File: config.mk
export PLATFORM = sky130hd
export DESIGN_NAME = fb_scanout_flat
export DESIGN_NICKNAME = d
export VERILOG_FILES = /design/src/rtl/fb_scanout_if.sv /design/src/rtl/fb_scanout.sv /design/src/flat_wrapper.sv
export SDC_FILE = /design/constraint.sdc
export NUM_CORES = 1
export LEC_CHECK = 0
export CORE_ASPECT_RATIO = 1.25
export CORE_MARGIN = 5
export CORE_UTILIZATION = 56
export DETAILED_ROUTE_END_ITERATION = 10
export HOLD_SLACK_MARGIN = 0.03
export PLACE_DENSITY = 0.85
export SLEW_MARGIN = 40
export SYNTH_ARGS = -nofsm -noshare
export SYNTH_HDL_FRONTEND = slang
export SYNTH_SLANG_ARGS = --single-unit
File: constraint.sdc
create_clock -name DCLK -period 3 [get_ports DCLK]
set_input_delay 0.3 -clock DCLK [delete_from_list [all_inputs] [get_ports DCLK]]
set_output_delay 0.3 -clock DCLK [all_outputs]
set_load 0.01 [all_outputs]
File: src/rtl/fb_scanout_if.sv
// Framebuffer read port plus VGA output bundle used by fb_scanout.
interface fb_scanout_if;
  logic [15:0] rd_addr;
  logic        rd_en;
  logic [15:0] rd_data;
  logic [3:0]  vga_r;
  logic [3:0]  vga_g;
  logic [3:0]  vga_b;
  logic        hsync;
  logic        vsync;
  logic        frame_start;

  modport master (
    output rd_addr, rd_en, vga_r, vga_g, vga_b, hsync, vsync, frame_start,
    input  rd_data
  );

  modport slave (
    input  rd_addr, rd_en, vga_r, vga_g, vga_b, hsync, vsync, frame_start,
    output rd_data
  );
endinterface

File: src/rtl/fb_scanout.sv
// VGA scan-out of the waveform framebuffer into a fixed screen window (black elsewhere).
// Build option SCALE2X_EN: show each framebuffer pixel as a 2x2 block at the same window origin.
module fb_scanout #(
  parameter int H_ACTIVE = 640,
  parameter int H_FP     = 16,
  parameter int H_SYNC   = 96,
  parameter int H_BP     = 48,
  parameter int V_ACTIVE = 480,
  parameter int V_FP     = 10,
  parameter int V_SYNC   = 2,
  parameter int V_BP     = 33,
  parameter int FB_W     = 300,
  parameter int FB_H     = 200,
  parameter int X_OFF    = 20,
  parameter int Y_OFF    = 40,
  parameter int RD_LAT   = 2
) (
  input logic          DCLK,
  input logic          RESET,
  fb_scanout_if.master bus
);

  localparam int H_TOTAL = H_ACTIVE + H_FP + H_SYNC + H_BP;
  localparam int V_TOTAL = V_ACTIVE + V_FP + V_SYNC + V_BP;
  localparam int LAT     = RD_LAT + 2;
`ifdef SCALE2X_EN
  localparam int SCALE   = 2;
`else
  localparam int SCALE   = 1;
`endif
  localparam int HW      = $clog2(H_TOTAL);
  localparam int VW      = $clog2(V_TOTAL);
  localparam int CW      = $clog2(FB_W);

  localparam logic [HW-1:0] H_LAST   = HW'(H_TOTAL - 1);
  localparam logic [VW-1:0] V_LAST   = VW'(V_TOTAL - 1);
  localparam logic [HW-1:0] H_ACT_C  = HW'(H_ACTIVE);
  localparam logic [VW-1:0] V_ACT_C  = VW'(V_ACTIVE);
  localparam logic [HW-1:0] HS_START = HW'(H_ACTIVE + H_FP);
  localparam logic [HW-1:0] HS_END   = HW'(H_ACTIVE + H_FP + H_SYNC);
  localparam logic [VW-1:0] VS_START = VW'(V_ACTIVE + V_FP);
  localparam logic [VW-1:0] VS_END   = VW'(V_ACTIVE + V_FP + V_SYNC);
  localparam logic [HW-1:0] X_LO     = HW'(X_OFF);
  localparam logic [HW-1:0] X_HI     = HW'(X_OFF + SCALE * FB_W);
  localparam logic [HW-1:0] X_LAST   = HW'(X_OFF + SCALE * FB_W - 1);
  localparam logic [VW-1:0] Y_LO     = VW'(Y_OFF);
  localparam logic [VW-1:0] Y_HI     = VW'(Y_OFF + SCALE * FB_H);

  logic [HW-1:0]  h_cnt;
  logic [VW-1:0]  v_cnt;
  logic           hs_p0, vs_p0, act_p0, vld_p0, sof_p0;
  logic           last_col_p0, col_step_p0, row_step_p0;
  logic [15:0]    row_base;
  logic [CW-1:0]  col;
  logic [LAT:1]   hs_sr, vs_sr, sof_sr;
  logic [LAT-1:1] act_sr, vld_sr;
  logic [3:0]     rd_data_unused;

  assign rd_data_unused = bus.rd_data[15:12];

  always_ff @(posedge DCLK or negedge RESET) begin
    if (!RESET) begin
      h_cnt <= '0;
      v_cnt <= '0;
    end else if (h_cnt == H_LAST) begin
      h_cnt <= '0;
      v_cnt <= (v_cnt == V_LAST) ? '0 : v_cnt + VW'(1);
    end else begin
      h_cnt <= h_cnt + HW'(1);
    end
  end

  // ---- p0: decode of the current screen position ----
  always_comb begin
    hs_p0       = !(h_cnt >= HS_START && h_cnt < HS_END);
    vs_p0       = !(v_cnt >= VS_START && v_cnt < VS_END);
    act_p0      = (h_cnt < H_ACT_C) && (v_cnt < V_ACT_C);
    vld_p0      = (h_cnt >= X_LO) && (h_cnt < X_HI) && (v_cnt >= Y_LO) && (v_cnt < Y_HI);
    sof_p0      = (h_cnt == '0) && (v_cnt == '0);
    last_col_p0 = (h_cnt == X_LAST);
`ifdef SCALE2X_EN
    // Odd offset from the window edge marks the second copy of a pixel / line.
    col_step_p0 = h_cnt[0] ^ X_LO[0];
    row_step_p0 = v_cnt[0] ^ Y_LO[0];
`else
    col_step_p0 = 1'b1;
    row_step_p0 = 1'b1;
`endif
  end

  // ---- p1: framebuffer address issue ----
  always_ff @(posedge DCLK or negedge RESET) begin
    if (!RESET) begin
      row_base    <= '0;
      col         <= '0;
      bus.rd_addr <= '0;
      bus.rd_en   <= 1'b0;
    end else begin
      bus.rd_en <= vld_p0;
      if (sof_p0) begin
        row_base <= '0;
        col      <= '0;
      end else if (vld_p0) begin
        bus.rd_addr <= row_base + 16'(col);
        if (last_col_p0) begin
          col <= '0;
          if (row_step_p0) row_base <= row_base + 16'(FB_W);
        end else if (col_step_p0) begin
          col <= col + CW'(1);
        end
      end
    end
  end

  // ---- p1..pLAT: flag delay line; RGB captured as read data lands ----
  always_ff @(posedge DCLK or negedge RESET) begin
    if (!RESET) begin
      hs_sr     <= '1;
      vs_sr     <= '1;
      sof_sr    <= '0;
      act_sr    <= '0;
      vld_sr    <= '0;
      bus.vga_r <= '0;
      bus.vga_g <= '0;
      bus.vga_b <= '0;
    end else begin
      hs_sr[1]  <= hs_p0;
      vs_sr[1]  <= vs_p0;
      sof_sr[1] <= sof_p0;
      act_sr[1] <= act_p0;
      vld_sr[1] <= vld_p0;
      for (int i = 2; i <= LAT; i++) begin
        hs_sr[i]  <= hs_sr[i-1];
        vs_sr[i]  <= vs_sr[i-1];
        sof_sr[i] <= sof_sr[i-1];
      end
      for (int i = 2; i < LAT; i++) begin
        act_sr[i] <= act_sr[i-1];
        vld_sr[i] <= vld_sr[i-1];
      end
      if (vld_sr[LAT-1] && act_sr[LAT-1]) begin
        bus.vga_r <= bus.rd_data[11:8];
        bus.vga_g <= bus.rd_data[7:4];
        bus.vga_b <= bus.rd_data[3:0];
      end else begin
        bus.vga_r <= '0;
        bus.vga_g <= '0;
        bus.vga_b <= '0;
      end
    end
  end

  assign bus.hsync       = hs_sr[LAT];
  assign bus.vsync       = vs_sr[LAT];
  assign bus.frame_start = sof_sr[LAT];

endmodule

File: src/flat_wrapper.sv
// flat-port wrapper written by rule: the top's interface ports become plain ports
module fb_scanout_flat 
#(
  parameter int H_ACTIVE = 640,
  parameter int H_FP     = 16,
  parameter int H_SYNC   = 96,
  parameter int H_BP     = 48,
  parameter int V_ACTIVE = 480,
  parameter int V_FP     = 10,
  parameter int V_SYNC   = 2,
  parameter int V_BP     = 33,
  parameter int FB_W     = 300,
  parameter int FB_H     = 200,
  parameter int X_OFF    = 20,
  parameter int Y_OFF    = 40,
  parameter int RD_LAT   = 2
)
  (DCLK, RESET, bus_rd_addr, bus_rd_en, bus_vga_r, bus_vga_g, bus_vga_b, bus_hsync, bus_vsync, bus_frame_start, bus_rd_data);
  fb_scanout_if bus_i ();
  input logic DCLK;
  input logic RESET;
  output wire logic [$bits(bus_i.rd_addr)-1:0] bus_rd_addr;
  output wire logic [$bits(bus_i.rd_en)-1:0] bus_rd_en;
  output wire logic [$bits(bus_i.vga_r)-1:0] bus_vga_r;
  output wire logic [$bits(bus_i.vga_g)-1:0] bus_vga_g;
  output wire logic [$bits(bus_i.vga_b)-1:0] bus_vga_b;
  output wire logic [$bits(bus_i.hsync)-1:0] bus_hsync;
  output wire logic [$bits(bus_i.vsync)-1:0] bus_vsync;
  output wire logic [$bits(bus_i.frame_start)-1:0] bus_frame_start;
  input wire logic [$bits(bus_i.rd_data)-1:0] bus_rd_data;
  assign bus_rd_addr = bus_i.rd_addr;
  assign bus_rd_en = bus_i.rd_en;
  assign bus_vga_r = bus_i.vga_r;
  assign bus_vga_g = bus_i.vga_g;
  assign bus_vga_b = bus_i.vga_b;
  assign bus_hsync = bus_i.hsync;
  assign bus_vsync = bus_i.vsync;
  assign bus_frame_start = bus_i.frame_start;
  assign bus_i.rd_data = bus_rd_data;
  fb_scanout #(.H_ACTIVE(H_ACTIVE), .H_FP(H_FP), .H_SYNC(H_SYNC), .H_BP(H_BP), .V_ACTIVE(V_ACTIVE), .V_FP(V_FP), .V_SYNC(V_SYNC), .V_BP(V_BP), .FB_W(FB_W), .FB_H(FB_H), .X_OFF(X_OFF), .Y_OFF(Y_OFF), .RD_LAT(RD_LAT)) u_core (.DCLK(DCLK), .RESET(RESET), .bus(bus_i));
endmodule
# Word level (Yosys, flattened, before mapping)
# Cells that the tools add are included.
[totals]
register_bits = 92
latchBits = 0
ramBits = 0
romBits = 0
input_bits = 18
memories = 0
[op_classes]
n_addsub = 5
n_mul = 0
div_mod_pow = 0
magnitude_cmp = 10
n_eq_ne = 3
shift = 0
n_mux = 11
bitwise_logic = 1
n_reduce_logical = 16
[op_table]
columns = ["cell", "count"]
rows = [
  ["16-bit 2-to-1 mux", 3],
  ["10-bit by 9-bit less-than comparator with 1-bit output, second input constant", 3],
  ["9-bit 2-to-1 mux", 3],
  ["10-bit by 1-bit adder with 10-bit output, second input constant", 2],
  ["10-bit equality test, second input constant", 2],
  ["10-bit zero test", 2],
  ["10-bit less-than comparator, second input constant", 2],
  ["10-bit 2-to-1 mux", 2],
  ["16-bit by 9-bit adder with 16-bit output", 1],
  ["16-bit by 9-bit adder with 16-bit output, second input constant", 1],
  ["4-bit 2-to-1 mux", 3],
  ["10-bit by 9-bit equality test with 1-bit output, second input constant", 1],
  ["10-bit >= comparator, second input constant", 1],
  ["10-bit by 5-bit >= comparator with 1-bit output, second input constant", 1],
  ["10-bit by 6-bit >= comparator with 1-bit output, second input constant", 1],
  ["10-bit by 9-bit >= comparator with 1-bit output, second input constant", 1],
  ["10-bit by 8-bit less-than comparator with 1-bit output, second input constant", 1],
  ["9-bit by 1-bit adder with 9-bit output, second input constant", 1],
  ["1-bit logical AND", 8],
  ["2-bit AND reduction", 2],
  ["2-bit nonzero test", 2],
  ["1-bit zero test", 2],
  ["1-bit inverter", 1],
]

# Depth between registers and ports, before layout
# Gate-level depths: netlist (run 1).
[logic_depth]
word_depth = 6
ltp_mapped = 8

# Worst setup path before layout (run 1)
# OpenSTA, ideal clock, no wires.
[synth_path]
path_type = "register to register"
start = "register u_core.h_cnt[6]"
end = "register u_core.row_base[8]"
setup_ns = 0.129
arrival_ns = 1.971
t_required_ns = 2.871
slack_ns = 0.900
stages_incl_launch_ff = 9
path_buffers = 3
period_less_slack_ns = 2.100
cell_sequence = "dfrtp_1 buf_2 or3b_4 nor4b_4 nand4_4 buf_4 buf_2 o211ai_1 o31ai_1"
[synth_between]
elab_chain_cells = 6
word_cells_on_any_way = 12
cone_classes = "order compare (2); eq/ne (1); mux (1); reduce/logical (8)"
[synth_lines]
columns = ["item", "line", "rtl"]
rows = [
  ["start: declaration", "fb_scanout.sv:49", "logic [HW-1:0] h_cnt;"],
  ["start signal: assignment", "fb_scanout.sv:69", "h_cnt <= h_cnt + HW'(1);"],
  ["10-bit by 5-bit >= comparator with 1-bit output or 10-bit by 9-bit less-than comparator with 1-bit output (tied branches)", "fb_scanout.sv:78", "vld_p0 = (h_cnt >= X_LO) && (h_cnt < X_HI) && (v_cnt >= Y_LO) && (v_cnt < Y_HI);"],
  ["1-bit logical AND (3 in series)", "fb_scanout.sv:78", ""],
  ["2-bit nonzero test (no source line)", "n/a", ""],
  ["2-bit AND reduction (no source line)", "n/a", ""],
  ["end signal: assignment", "fb_scanout.sv:107", "if (row_step_p0) row_base <= row_base + 16'(FB_W);"],
  ["end: declaration", "fb_scanout.sv:53", "logic [15:0] row_base;"],
]
# Several ways; a longest one is shown, not always the timed one.
# A chain may end at the register's enable or synchronous reset.

# Final worst setup path (run 1)
[layout_path]
start = "register u_core.h_cnt[0]"
end = "register u_core.row_base[11]"
# The elaborated chain is that of the path after synthesis.

==> report_table.html, run 1 <==
<table>
<tr><th>Metric</th><th>Value</th></tr>
<tr><th colspan="2">Setup path</th></tr>
<tr><td>Startpoint kind of the worst setup timing path</td><td>flip-flop</td></tr>
<tr><td>Kind of critical path</td><td>flip-flop to flip-flop</td></tr>
<tr><td>Critical path required time</td><td>approximately 3.3 ns</td></tr>
<tr><td>CP endpoint kind</td><td>flip-flop</td></tr>
<tr><td>Critical path data arrival time</td><td>2.81 ns</td></tr>
<tr><td>Critical path fanouts, max</td><td>28</td></tr>
<tr><th colspan="2">Clock tree</th></tr>
<tr><td>Source-to-sink clock delay at the later pin of the worst-skew pair</td><td>about 0.37 ns</td></tr>
<tr><td>Clock buffer count from CTS</td><td>9</td></tr>
<tr><td>Maximum number of buffers from clock root to sink</td><td>2</td></tr>
<tr><td>Buffer cell driving the clock tree root</td><td>sky130_fd_sc_hd__clkbuf_8</td></tr>
<tr><td>Clock input transition at the sequential cells of the worst setup and hold paths</td><td>approximately 0.10 ns</td></tr>
<tr><td>H-tree depth reported by CTS</td><td>3</td></tr>
<tr><td>Clock tree from TritonCTS</td><td>built</td></tr>
<tr><td>Clk sinks</td><td>89</td></tr>
<tr><th colspan="2">Run status</th></tr>
<tr><td>Run status</td><td>finished, final reports clean</td></tr>
<tr><th colspan="2">Placed design</th></tr>
<tr><td>Cell area after placement</td><td>approximately 4900 um^2</td></tr>
<tr><td>HPWL after DPL</td><td>approximately 6000 um</td></tr>
<tr><td>Worst-case setup slack after placement</td><td>approximately 0.51 ns</td></tr>
<tr><td>Count of buffers from port buffering</td><td>45</td></tr>
<tr><td>Number of cells after detailed placement</td><td>~550</td></tr>
<tr><td>Routability-driven placement congestion ratio</td><td>about 0.9</td></tr>
<tr><th colspan="2">Logic synthesis</th></tr>
<tr><td>Number of unique standard cell types used by synthesis</td><td>between 50 and 60</td></tr>
<tr><td>Synthesized area per cell</td><td>between 10 and 15 um^2</td></tr>
<tr><td>Seq/Total Area, Yosys</td><td>0.514</td></tr>
<tr><td>Number of synthesized flops with an enable pin</td><td>0</td></tr>
<tr><td>Count of synthesis-stage warnings from yosys</td><td>0</td></tr>
<tr><td>Cell area after technology mapping</td><td>4350 um^2</td></tr>
<tr><td>Flip-flop and latch count after synthesis</td><td>89</td></tr>
<tr><td>Mapped Nets</td><td>464</td></tr>
<tr><td>Async set-reset flop share out of synthesis</td><td>1.00</td></tr>
<tr><td>Cell count after synthesis</td><td>approximately 430</td></tr>
<tr><td>Most frequently used flop master after synthesis</td><td>sky130_fd_sc_hd__dfrtp_1</td></tr>
<tr><th colspan="2">Final layout</th></tr>
<tr><td>Multi-input gate area</td><td>1960 um^2</td></tr>
<tr><td>Total number of nets in the final design</td><td>504</td></tr>
<tr><td>Fraction of layout instances using a drive strength above 1</td><td>0.0945</td></tr>
<tr><td>Layout Cells excl Fill</td><td>571</td></tr>
<tr><td>Layout overhead on the synthesized area</td><td>16.9%</td></tr>
<tr><td>Antenna cell count</td><td>0</td></tr>
<tr><td>Register cell area after layout</td><td>2240 um^2</td></tr>
<tr><td>Final design area excluding fillers</td><td>just over 5000 um^2</td></tr>
<tr><td>Number of fillers in the final layout</td><td>558</td></tr>
<tr><th colspan="2">STA</th></tr>
<tr><td>Normalized max-slew margin</td><td>0.460</td></tr>
<tr><td>Setup violators final</td><td>0</td></tr>
<tr><td>Post-route clock skew</td><td>about 0.017 ns</td></tr>
<tr><td>Hold violation total from the final report</td><td>0</td></tr>
<tr><td>Pin slew with the least headroom to its limit</td><td>0.804 ns</td></tr>
<tr><td>Min setup slack post-route</td><td>0.476 ns</td></tr>
<tr><td>Post-route fraction of the period consumed by the critical path</td><td>0.841</td></tr>
<tr><td>Unrepaired setup endpoints after global routing</td><td>no</td></tr>
<tr><td>Fin. max-slew vios</td><td>0</td></tr>
<tr><td>Accumulated negative setup slack</td><td>0 ns</td></tr>
<tr><td>Fmax</td><td>about 400 MHz</td></tr>
<tr><td>Final critical path time including I/O delays and setup</td><td>2.52 ns</td></tr>
<tr><th colspan="2">Floorplanning</th></tr>
<tr><td>DIE WIDTH</td><td>about 89 um</td></tr>
<tr><td>Starting density of the core</td><td>0.565</td></tr>
<tr><td>Area of the die</td><td>9640 um^2</td></tr>
<tr><td>Row count</td><td>36</td></tr>
<tr><td>I/O Pins</td><td>50</td></tr>
<tr><td>Area of the placeable core</td><td>7700 um^2</td></tr>
<tr><td>DIE HEIGHT</td><td>109 um</td></tr>
<tr><th colspan="2">Hold path</th></tr>
<tr><td>Worst Hold Class</td><td>flip-flop to flip-flop</td></tr>
<tr><th colspan="2">Drt</th></tr>
<tr><td>DR vias/cell</td><td>around 5.9</td></tr>
<tr><td>Remaining antenna violation count</td><td>0</td></tr>
<tr><td>DR iter-0 viols</td><td>180</td></tr>
<tr><td>Count of unresolved DRC violations after routing</td><td>0</td></tr>
<tr><td>Total via count in the routed design</td><td>3379</td></tr>
<tr><td>WL per Instance</td><td>15.6 um</td></tr>
<tr><td>Final routed wirelength across all metal layers</td><td>about 8900 um</td></tr>
<tr><td>Number of search-and-repair iterations in the first detailed-routing pass</td><td>4</td></tr>
<tr><th colspan="2">Power and ir drop</th></tr>
<tr><td>Leakage power figure</td><td>2.15 nW</td></tr>
<tr><td>Cell area power density</td><td>slightly above 400 nW/um^2</td></tr>
<tr><td>Maximum vdd ir drop</td><td>0.243 mV</td></tr>
<tr><th colspan="2">Flow run</th></tr>
<tr><td>Count of max-cap constraint violations</td><td>0</td></tr>
<tr><th colspan="2">GRT</th></tr>
<tr><td>Wire length of the first global-routing pass</td><td>about 16000 um</td></tr>
<tr><td>Pin count of the biggest net entering global routing</td><td>90</td></tr>
<tr><td>Gr ovfl total</td><td>0</td></tr>
<tr><td>Vias in the first global route</td><td>3328</td></tr>
<tr><td>Total global-route track usage</td><td>0.207</td></tr>
<tr><td>Antenna violations before repair</td><td>0</td></tr>
</table>
-- worst max-delay path, stage by stage (launching register included) --
cell                      delay [ns]
sky130_fd_sc_hd__dfrtp_1        0.42
sky130_fd_sc_hd__ha_1           0.23
sky130_fd_sc_hd__nand4_1        0.23
sky130_fd_sc_hd__nor4b_4        0.48
sky130_fd_sc_hd__nand4_4        0.36
sky130_fd_sc_hd__or4_1          0.58
sky130_fd_sc_hd__a21oi_1        0.15
-- per-layer routing --
layer	part of all wire	vias to the layer above	global-route usage
met2	0.50	82	0.336
met3	0.048	8	0.0480
met1	0.43	1645	0.270
met4	0.016	0	0.0724
li1	-	1644	-
met5	0	-	0
-- layout make-up --
class,instances,area share
timing repair buffer,52,0.100
inverter,16,0.0118
tap,95,0.0234
clock buffer,10,0.0251
multi-input combinational,303,0.385
clock inverter,6,0.0145
sequential,89,0.440
-- cell usage in the layout, fill, tap and decap left out, types with 6 or more instances in the layout --
master / instances
sky130_fd_sc_hd__or4_1: 7
sky130_fd_sc_hd__o21ai_0: 33
sky130_fd_sc_hd__and3_1: 18
sky130_fd_sc_hd__nand2_1: 28
sky130_fd_sc_hd__clkbuf_8: 10
sky130_fd_sc_hd__ha_1: 14
sky130_fd_sc_hd__inv_1: 16
sky130_fd_sc_hd__nor2_1: 29
sky130_fd_sc_hd__buf_4: 6
sky130_fd_sc_hd__xnor2_1: 11
sky130_fd_sc_hd__nand3_1: 25
sky130_fd_sc_hd__a21oi_1: 25
sky130_fd_sc_hd__nor3_1: 11
sky130_fd_sc_hd__mux2_2: 8
sky130_fd_sc_hd__xor2_1: 6
sky130_fd_sc_hd__nand4_1: 9
sky130_fd_sc_hd__clkdlybuf4s50_1: 44
sky130_fd_sc_hd__o31ai_1: 11
sky130_fd_sc_hd__dfrtp_1: 81
sky130_fd_sc_hd__dfstp_2: 8
sky130_fd_sc_hd__or3_1: 8
-- synthesized netlist by cell type (6+ instances only) --
cell / instances / area [um^2]
sky130_fd_sc_hd__o31ai_1: 11 / 82.6
sky130_fd_sc_hd__dfrtp_1: 81 / 2030
sky130_fd_sc_hd__or3_1: 8 / 50.1
sky130_fd_sc_hd__mux2_2: 8 / 90.1
sky130_fd_sc_hd__nand3_1: 25 / 125
sky130_fd_sc_hd__xnor2_1: 11 / 96.3
sky130_fd_sc_hd__clkbuf_1: 16 / 60.1
sky130_fd_sc_hd__o21ai_0: 33 / 165
sky130_fd_sc_hd__a21oi_1: 25 / 125
sky130_fd_sc_hd__xor2_1: 6 / 52.6
sky130_fd_sc_hd__nor2_1: 29 / 109
sky130_fd_sc_hd__ha_1: 14 / 175
sky130_fd_sc_hd__nor3_1: 11 / 55.1
sky130_fd_sc_hd__inv_1: 16 / 60.1
sky130_fd_sc_hd__or4_1: 7 / 52.6
sky130_fd_sc_hd__nand2_1: 28 / 105
sky130_fd_sc_hd__nand4_1: 9 / 56.3
sky130_fd_sc_hd__and3_1: 18 / 113
sky130_fd_sc_hd__dfstp_2: 8 / 210
-- cells by family after synthesis --
group | synth area share
simple gates | 0.211
compound gates | 0.131
flops | 0.514
buf+inv | 0.0357
xor+xnor | 0.0342
fa+ha+maj | 0.0449
mux | 0.0276
other cells | 0.000862
-- path summary, 6_finish.rpt --
check                                            from                         endpoint  slack [ns]  cells after the start
hold reg to reg            u_core.act_sr[1]$_DFF_PN0_       u_core.act_sr[2]$_DFF_PN0_        0.35                      0
hold / removal             u_core.act_sr[1]$_DFF_PN0_       u_core.act_sr[2]$_DFF_PN0_        0.35                      0
setup / recovery            u_core.h_cnt[0]$_DFF_PN0_  u_core.row_base[11]$_DFFE_PN0P_        0.48                      6
min in group asynchronous                       RESET        u_core.h_cnt[0]$_DFF_PN0_        0.54                      2
max in group asynchronous                       RESET  u_core.row_base[12]$_DFFE_PN0P_        1.98                      2
setup reg to reg            u_core.h_cnt[0]$_DFF_PN0_  u_core.row_base[11]$_DFFE_PN0P_        0.48                      6
-- power by group --
| group | leakage (nW) | internal (W) | switching [W] | total (W) |
|---|---|---|---|---|
| combinational | 0.897 | 0.0000161 | 0.0000245 | 0.0000407 |
| sequential | 1.16 | 0.00120 | 0 | 0.00120 |
| clock | 0.0954 | 0.000397 | 0.000451 | 0.000848 |
| total | 2.15 | 0.00161 | 0.000476 | 0.00209 |
-- state kept, by name, indices dropped and copies added (netlist names) --
signal	flops
u_core.bus.rd_addr	16
u_core.row_base	14
u_core.h_cnt	10
u_core.v_cnt	10
u_core.col	9
u_core.bus.vga_b	4
u_core.bus.vga_g	4
u_core.bus.vga_r	4
u_core.hs_sr	4
u_core.sof_sr	4
u_core.vs_sr	4
u_core.act_sr	3
u_core.vld_sr	3
-- per-stage QoR --
stage	hold WS, ns	util	power (W)
5_1_grt	0.356	0.660	0.00216
4_1_cts	0.352	0.660	0.00211
6_report	0.348	0.660	0.00209
3_3_place_gp	0.333	0.632	0.00126
2_1_floorplan	0.00441	-	0.00122
3_5_place_dp	0.335	0.632	0.00126
-- repair_timing --
action / CTS / global route
buffers inserted: 0 / 0
hold buffers: 1 / 0
resized for setup: 0 / 0
endpoints found under the hold margin: 65 / 0
(Power assumes the default switching activity.)
==> run 2, diff against run 1 <==
==> constraint.sdc (replaced) <==
create_clock -name DCLK -period 2.6 [get_ports DCLK]
set_input_delay 0.26 -clock DCLK [delete_from_list [all_inputs] [get_ports DCLK]]
set_output_delay 0.26 -clock DCLK [all_outputs]
set_load 0.01 [all_outputs]
==> run 2 against run 1 <==
Sequential power up 15%. Global-route usage up 0.73 points. Critical path depth unchanged. Core utilization up 0.39 points. Wire length up 1.7%. Setup slack worse by 0.26 ns. Sequential cell count unchanged. Sequential share of layout area down 0.26 points. Critical endpoint is now u_core.row_base[15]$_DFFE_PN0P_.
==> report_table.html, run 2 (synthesis results as in run 1) <==
<table>
<tr><th>Metric</th><th>Value</th></tr>
<tr><th colspan="2">Placed design</th></tr>
<tr><td>HPWL after DPL</td><td>6380 um (+4.0%)</td></tr>
<tr><td>Worst-case setup slack after placement</td><td>0.221 ns (-0.287 ns)</td></tr>
<tr><td>Routability-driven placement congestion ratio</td><td>0.878 (-3.1%)</td></tr>
<tr><td>Number of cells after detailed placement</td><td>559 (+0.90%)</td></tr>
<tr><td>Count of buffers from port buffering</td><td>45 (unchanged)</td></tr>
<tr><th colspan="2">Floorplanning</th></tr>
<tr><td>Area of the die</td><td>9640 um^2 (unchanged)</td></tr>
<tr><td>DIE HEIGHT</td><td>109 um (unchanged)</td></tr>
<tr><td>Starting density of the core</td><td>0.565 (unchanged)</td></tr>
<tr><td>Area of the placeable core</td><td>7700 um^2 (unchanged)</td></tr>
<tr><td>I/O Pins</td><td>50 (unchanged)</td></tr>
<tr><td>Row count</td><td>36 (unchanged)</td></tr>
<tr><td>DIE WIDTH</td><td>88.8 um (unchanged)</td></tr>
<tr><th colspan="2">Run status</th></tr>
<tr><td>Run status</td><td>finished, final reports clean</td></tr>
<tr><th colspan="2">Clock tree</th></tr>
<tr><td>Source-to-sink clock delay at the later pin of the worst-skew pair</td><td>0.37 ns (about the same)</td></tr>
<tr><td>Maximum number of buffers from clock root to sink</td><td>2 (unchanged)</td></tr>
<tr><td>H-tree depth reported by CTS</td><td>3 (unchanged)</td></tr>
<tr><td>Buffer cell driving the clock tree root</td><td>sky130_fd_sc_hd__clkbuf_8</td></tr>
<tr><td>Clock input transition at the sequential cells of the worst setup and hold paths</td><td>0.10 ns (about the same)</td></tr>
<tr><td>Clock tree from TritonCTS</td><td>built</td></tr>
<tr><td>Clk sinks</td><td>89 (unchanged)</td></tr>
<tr><td>Clock buffer count from CTS</td><td>9 (unchanged)</td></tr>
<tr><th colspan="2">Power and ir drop</th></tr>
<tr><td>Leakage power figure</td><td>2.18 nW (+1.2%)</td></tr>
<tr><td>Cell area power density</td><td>463 nW/um^2 (+13%)</td></tr>
<tr><td>Maximum vdd ir drop</td><td>0.297 mV (+22%)</td></tr>
<tr><th colspan="2">Setup path</th></tr>
<tr><td>R2R depth</td><td>6 (unchanged)</td></tr>
<tr><td>Startpoint of the lowest-slack register-to-register path</td><td>u_core.h_cnt[0]$_DFF_PN0_</td></tr>
<tr><td>CP peak stage delay</td><td>0.56 ns (-0.02 ns)</td></tr>
<tr><td>Crit. path cell count</td><td>6 (unchanged)</td></tr>
<tr><td>CP delay by family, top</td><td>simple AND/OR/NAND/NOR gates</td></tr>
<tr><td>Cell-by-cell trace of the critical path</td><td>ha_1, nand4_1, nor4b_4, nand4_4, or4_1, a21oi_1</td></tr>
<tr><td>Number of buffer and inverter instances along the worst setup path</td><td>0 (unchanged)</td></tr>
<tr><td>Kind of critical path</td><td>flip-flop to flip-flop</td></tr>
<tr><td>Reg-to-reg critical path endpoint</td><td>u_core.row_base[15]$_DFFE_PN0P_</td></tr>
<tr><td>Critical path data arrival time</td><td>2.68 ns (-0.13 ns)</td></tr>
<tr><td>R2r setup slk</td><td>0.21 ns (-0.26 ns)</td></tr>
<tr><td>Cell type of the slowest stage on the worst timing path</td><td>sky130_fd_sc_hd__or4_1</td></tr>
<tr><td>Critical path fanouts, max</td><td>22 (-21%)</td></tr>
<tr><td>CP endpoint kind</td><td>flip-flop</td></tr>
<tr><td>Startpoint kind of the worst setup timing path</td><td>flip-flop</td></tr>
<tr><td>Critical path required time</td><td>2.89 ns (-0.39 ns)</td></tr>
<tr><th colspan="2">Final layout</th></tr>
<tr><td>Number of flip-flops under the largest register name</td><td>16 (unchanged)</td></tr>
<tr><td>Antenna cell count</td><td>0 (unchanged)</td></tr>
<tr><td>Total number of nets in the final design</td><td>509 (+0.99%)</td></tr>
<tr><td>Layout Cells excl Fill</td><td>576 (+0.88%)</td></tr>
<tr><td>Fraction of layout instances using a drive strength above 1</td><td>0.106 (+0.0115)</td></tr>
<tr><td>Top reg by flops</td><td>u_core.bus.rd_addr</td></tr>
<tr><td>Regs by FF count</td><td>u_core.bus.rd_addr (16), u_core.row_base (14)</td></tr>
<tr><td>Layout overhead on the synthesized area</td><td>17.6%</td></tr>
<tr><td>Most frequent cells in the layout</td><td>sky130_fd_sc_hd__dfrtp_1 (81), sky130_fd_sc_hd__clkdlybuf4s50_1 (44), sky130_fd_sc_hd__o21ai_0 (33)</td></tr>
<tr><td>Most frequent standard cell in the layout excluding fill and tap cells</td><td>sky130_fd_sc_hd__dfrtp_1</td></tr>
<tr><td>Final core utilization</td><td>0.664 (+0.00390)</td></tr>
<tr><th colspan="2">STA</th></tr>
<tr><td>Setup violators final</td><td>0 (unchanged)</td></tr>
<tr><td>Normalized max-slew margin</td><td>0.552 (+0.0917)</td></tr>
<tr><td>Final hold slack</td><td>0.360 ns (+0.0119 ns)</td></tr>
<tr><td>Hold violation total from the final report</td><td>0 (unchanged)</td></tr>
<tr><td>Post-route clock skew</td><td>0.0103 ns (-0.00687 ns)</td></tr>
<tr><td>Accumulated negative setup slack</td><td>0 ns (unchanged)</td></tr>
<tr><td>Final critical path time including I/O delays and setup</td><td>2.39 ns (-0.137 ns)</td></tr>
<tr><td>Unrepaired setup endpoints after global routing</td><td>no</td></tr>
<tr><td>Fmax</td><td>419 MHz (+5.7%)</td></tr>
<tr><td>Fin. max-slew vios</td><td>0 (unchanged)</td></tr>
<tr><td>Post-route fraction of the period consumed by the critical path</td><td>0.918 (+0.0769)</td></tr>
<tr><td>Min setup slack post-route</td><td>0.212 ns (-0.263 ns)</td></tr>
<tr><td>Pin slew with the least headroom to its limit</td><td>0.673 ns (-0.131 ns)</td></tr>
<tr><th colspan="2">Drt</th></tr>
<tr><td>WL per Instance</td><td>15.8 um (+0.83%)</td></tr>
<tr><td>Final routed wirelength across all metal layers</td><td>9080 um (+1.7%)</td></tr>
<tr><td>Remaining antenna violation count</td><td>0 (unchanged)</td></tr>
<tr><td>Count of unresolved DRC violations after routing</td><td>0 (unchanged)</td></tr>
<tr><td>Number of search-and-repair iterations in the first detailed-routing pass</td><td>5 (+1)</td></tr>
<tr><td>Total via count in the routed design</td><td>3465 (+2.5%)</td></tr>
<tr><td>DR iter-0 viols</td><td>253 (+41%)</td></tr>
<tr><td>DR vias/cell</td><td>6.02 (+1.7%)</td></tr>
<tr><th colspan="2">GRT</th></tr>
<tr><td>Total global-route track usage</td><td>0.214 (+0.00726)</td></tr>
<tr><td>Antenna violations before repair</td><td>0 (unchanged)</td></tr>
<tr><td>Gr ovfl total</td><td>0 (unchanged)</td></tr>
<tr><td>Wire length of the first global-routing pass</td><td>16300 um (+4.4%)</td></tr>
<tr><td>Pin count of the biggest net entering global routing</td><td>88 (-2.2%)</td></tr>
<tr><td>Vias in the first global route</td><td>3384 (+1.7%)</td></tr>
<tr><th colspan="2">Hold path</th></tr>
<tr><td>Number of instances on the worst hold path</td><td>0 (unchanged)</td></tr>
<tr><td>Worst Hold Class</td><td>flip-flop to flip-flop</td></tr>
<tr><td>Capture endpoint of the worst hold path</td><td>u_core.act_sr[2]$_DFF_PN0_</td></tr>
<tr><td>Hold Startpoint</td><td>u_core.act_sr[1]$_DFF_PN0_</td></tr>
<tr><th colspan="2">Flow run</th></tr>
<tr><td>Count of max-cap constraint violations</td><td>0 (unchanged)</td></tr>
</table>
[run 2: changes by cell type in the layout (fill, tap and decap cells not counted), sizes merged]
cell / before / now
buf: 6 / 11
bufinv: 1 / 0
clkinvlp: 2 / 1
inv: 19 / 21
[run 2: worst max path at each step]
stage,from,end
4_1_cts,u_core.h_cnt[0]$_DFF_PN0_,u_core.row_base[15]$_DFFE_PN0P_
6_report,u_core.h_cnt[0]$_DFF_PN0_,u_core.row_base[15]$_DFFE_PN0P_
3_3_place_gp,u_core.h_cnt[0]$_DFF_PN0_,u_core.row_base[4]$_DFFE_PN0P_
2_1_floorplan,u_core.h_cnt[6]$_DFF_PN0_,u_core.row_base[8]$_DFFE_PN0P_
3_5_place_dp,u_core.h_cnt[0]$_DFF_PN0_,u_core.row_base[15]$_DFFE_PN0P_
5_1_grt,u_core.h_cnt[0]$_DFF_PN0_,u_core.row_base[11]$_DFFE_PN0P_
[run 2: worst register-to-register path, delay by kind of cell (launching register included)]
family	cells	cell delay, ns
AND/OR/NAND/NOR	4	1.49
flip-flops	1	0.42
AO/OA/AOI/OAI	1	0.16
adder cells (fa/ha/maj)	1	0.25
[run 2: layer usage]
metal / GRT usage / vias to the layer above / wire length [um] / part of all wire
li1: - / 1656 / - / -
met1: 0.284 / 1662 / 3730 / 0.41
met2: 0.342 / 132 / 4490 / 0.49
met3: 0.0511 / 15 / 702 / 0.077
met4: 0.0745 / 0 / 151 / 0.017
met5: 0 / - / 0 / 0
[run 2: area by class of cell]
cell class / count / area, um^2
multi-input combinational: 303 / 1960
timing repair buffer: 57 / 547
tap: 95 / 119
fill: 605 / 2590
clock inverter: 6 / 56.3
inverter: 16 / 60.1
clock buffer: 10 / 138
sequential: 89 / 2240
[run 2: timing repair]
item | in CTS | in global routing
hold buffers | 1 | 0
endpoints found under the hold margin | 81 | 0
buffers inserted | 0 | 0
resized for setup | 0 | 0
[run 2: where the power goes]
group / internal [W] / switching [W] / total, W
sequential: 0.00138 / 0 / 0.00138
clock: 0.000397 / 0.000537 / 0.000934
combinational: 0.0000196 / 0.0000281 / 0.0000477
[run 2: through the flow]
stage	power [W]	cell area [um^2]
2_1_floorplan	0.00141	4350
4_1_cts	0.00239	5110
6_report	0.00237	5110
5_1_grt	0.00247	5110
3_5_place_dp	0.00146	4910
3_3_place_gp	0.00146	4900
==> run 3, diff against run 2 <==
--- a/config.mk
+++ b/config.mk
@@ -8,6 +8,7 @@
 export CORE_ASPECT_RATIO = 1.25
 export CORE_MARGIN = 5
 export CORE_UTILIZATION = 56
+export CTS_CLUSTER_DIAMETER = 60
 export DETAILED_ROUTE_END_ITERATION = 10
 export HOLD_SLACK_MARGIN = 0.03
 export PLACE_DENSITY = 0.85
==> results of run 3 <==
The final DEF is identical to that of run 2; final timing and power are the same.
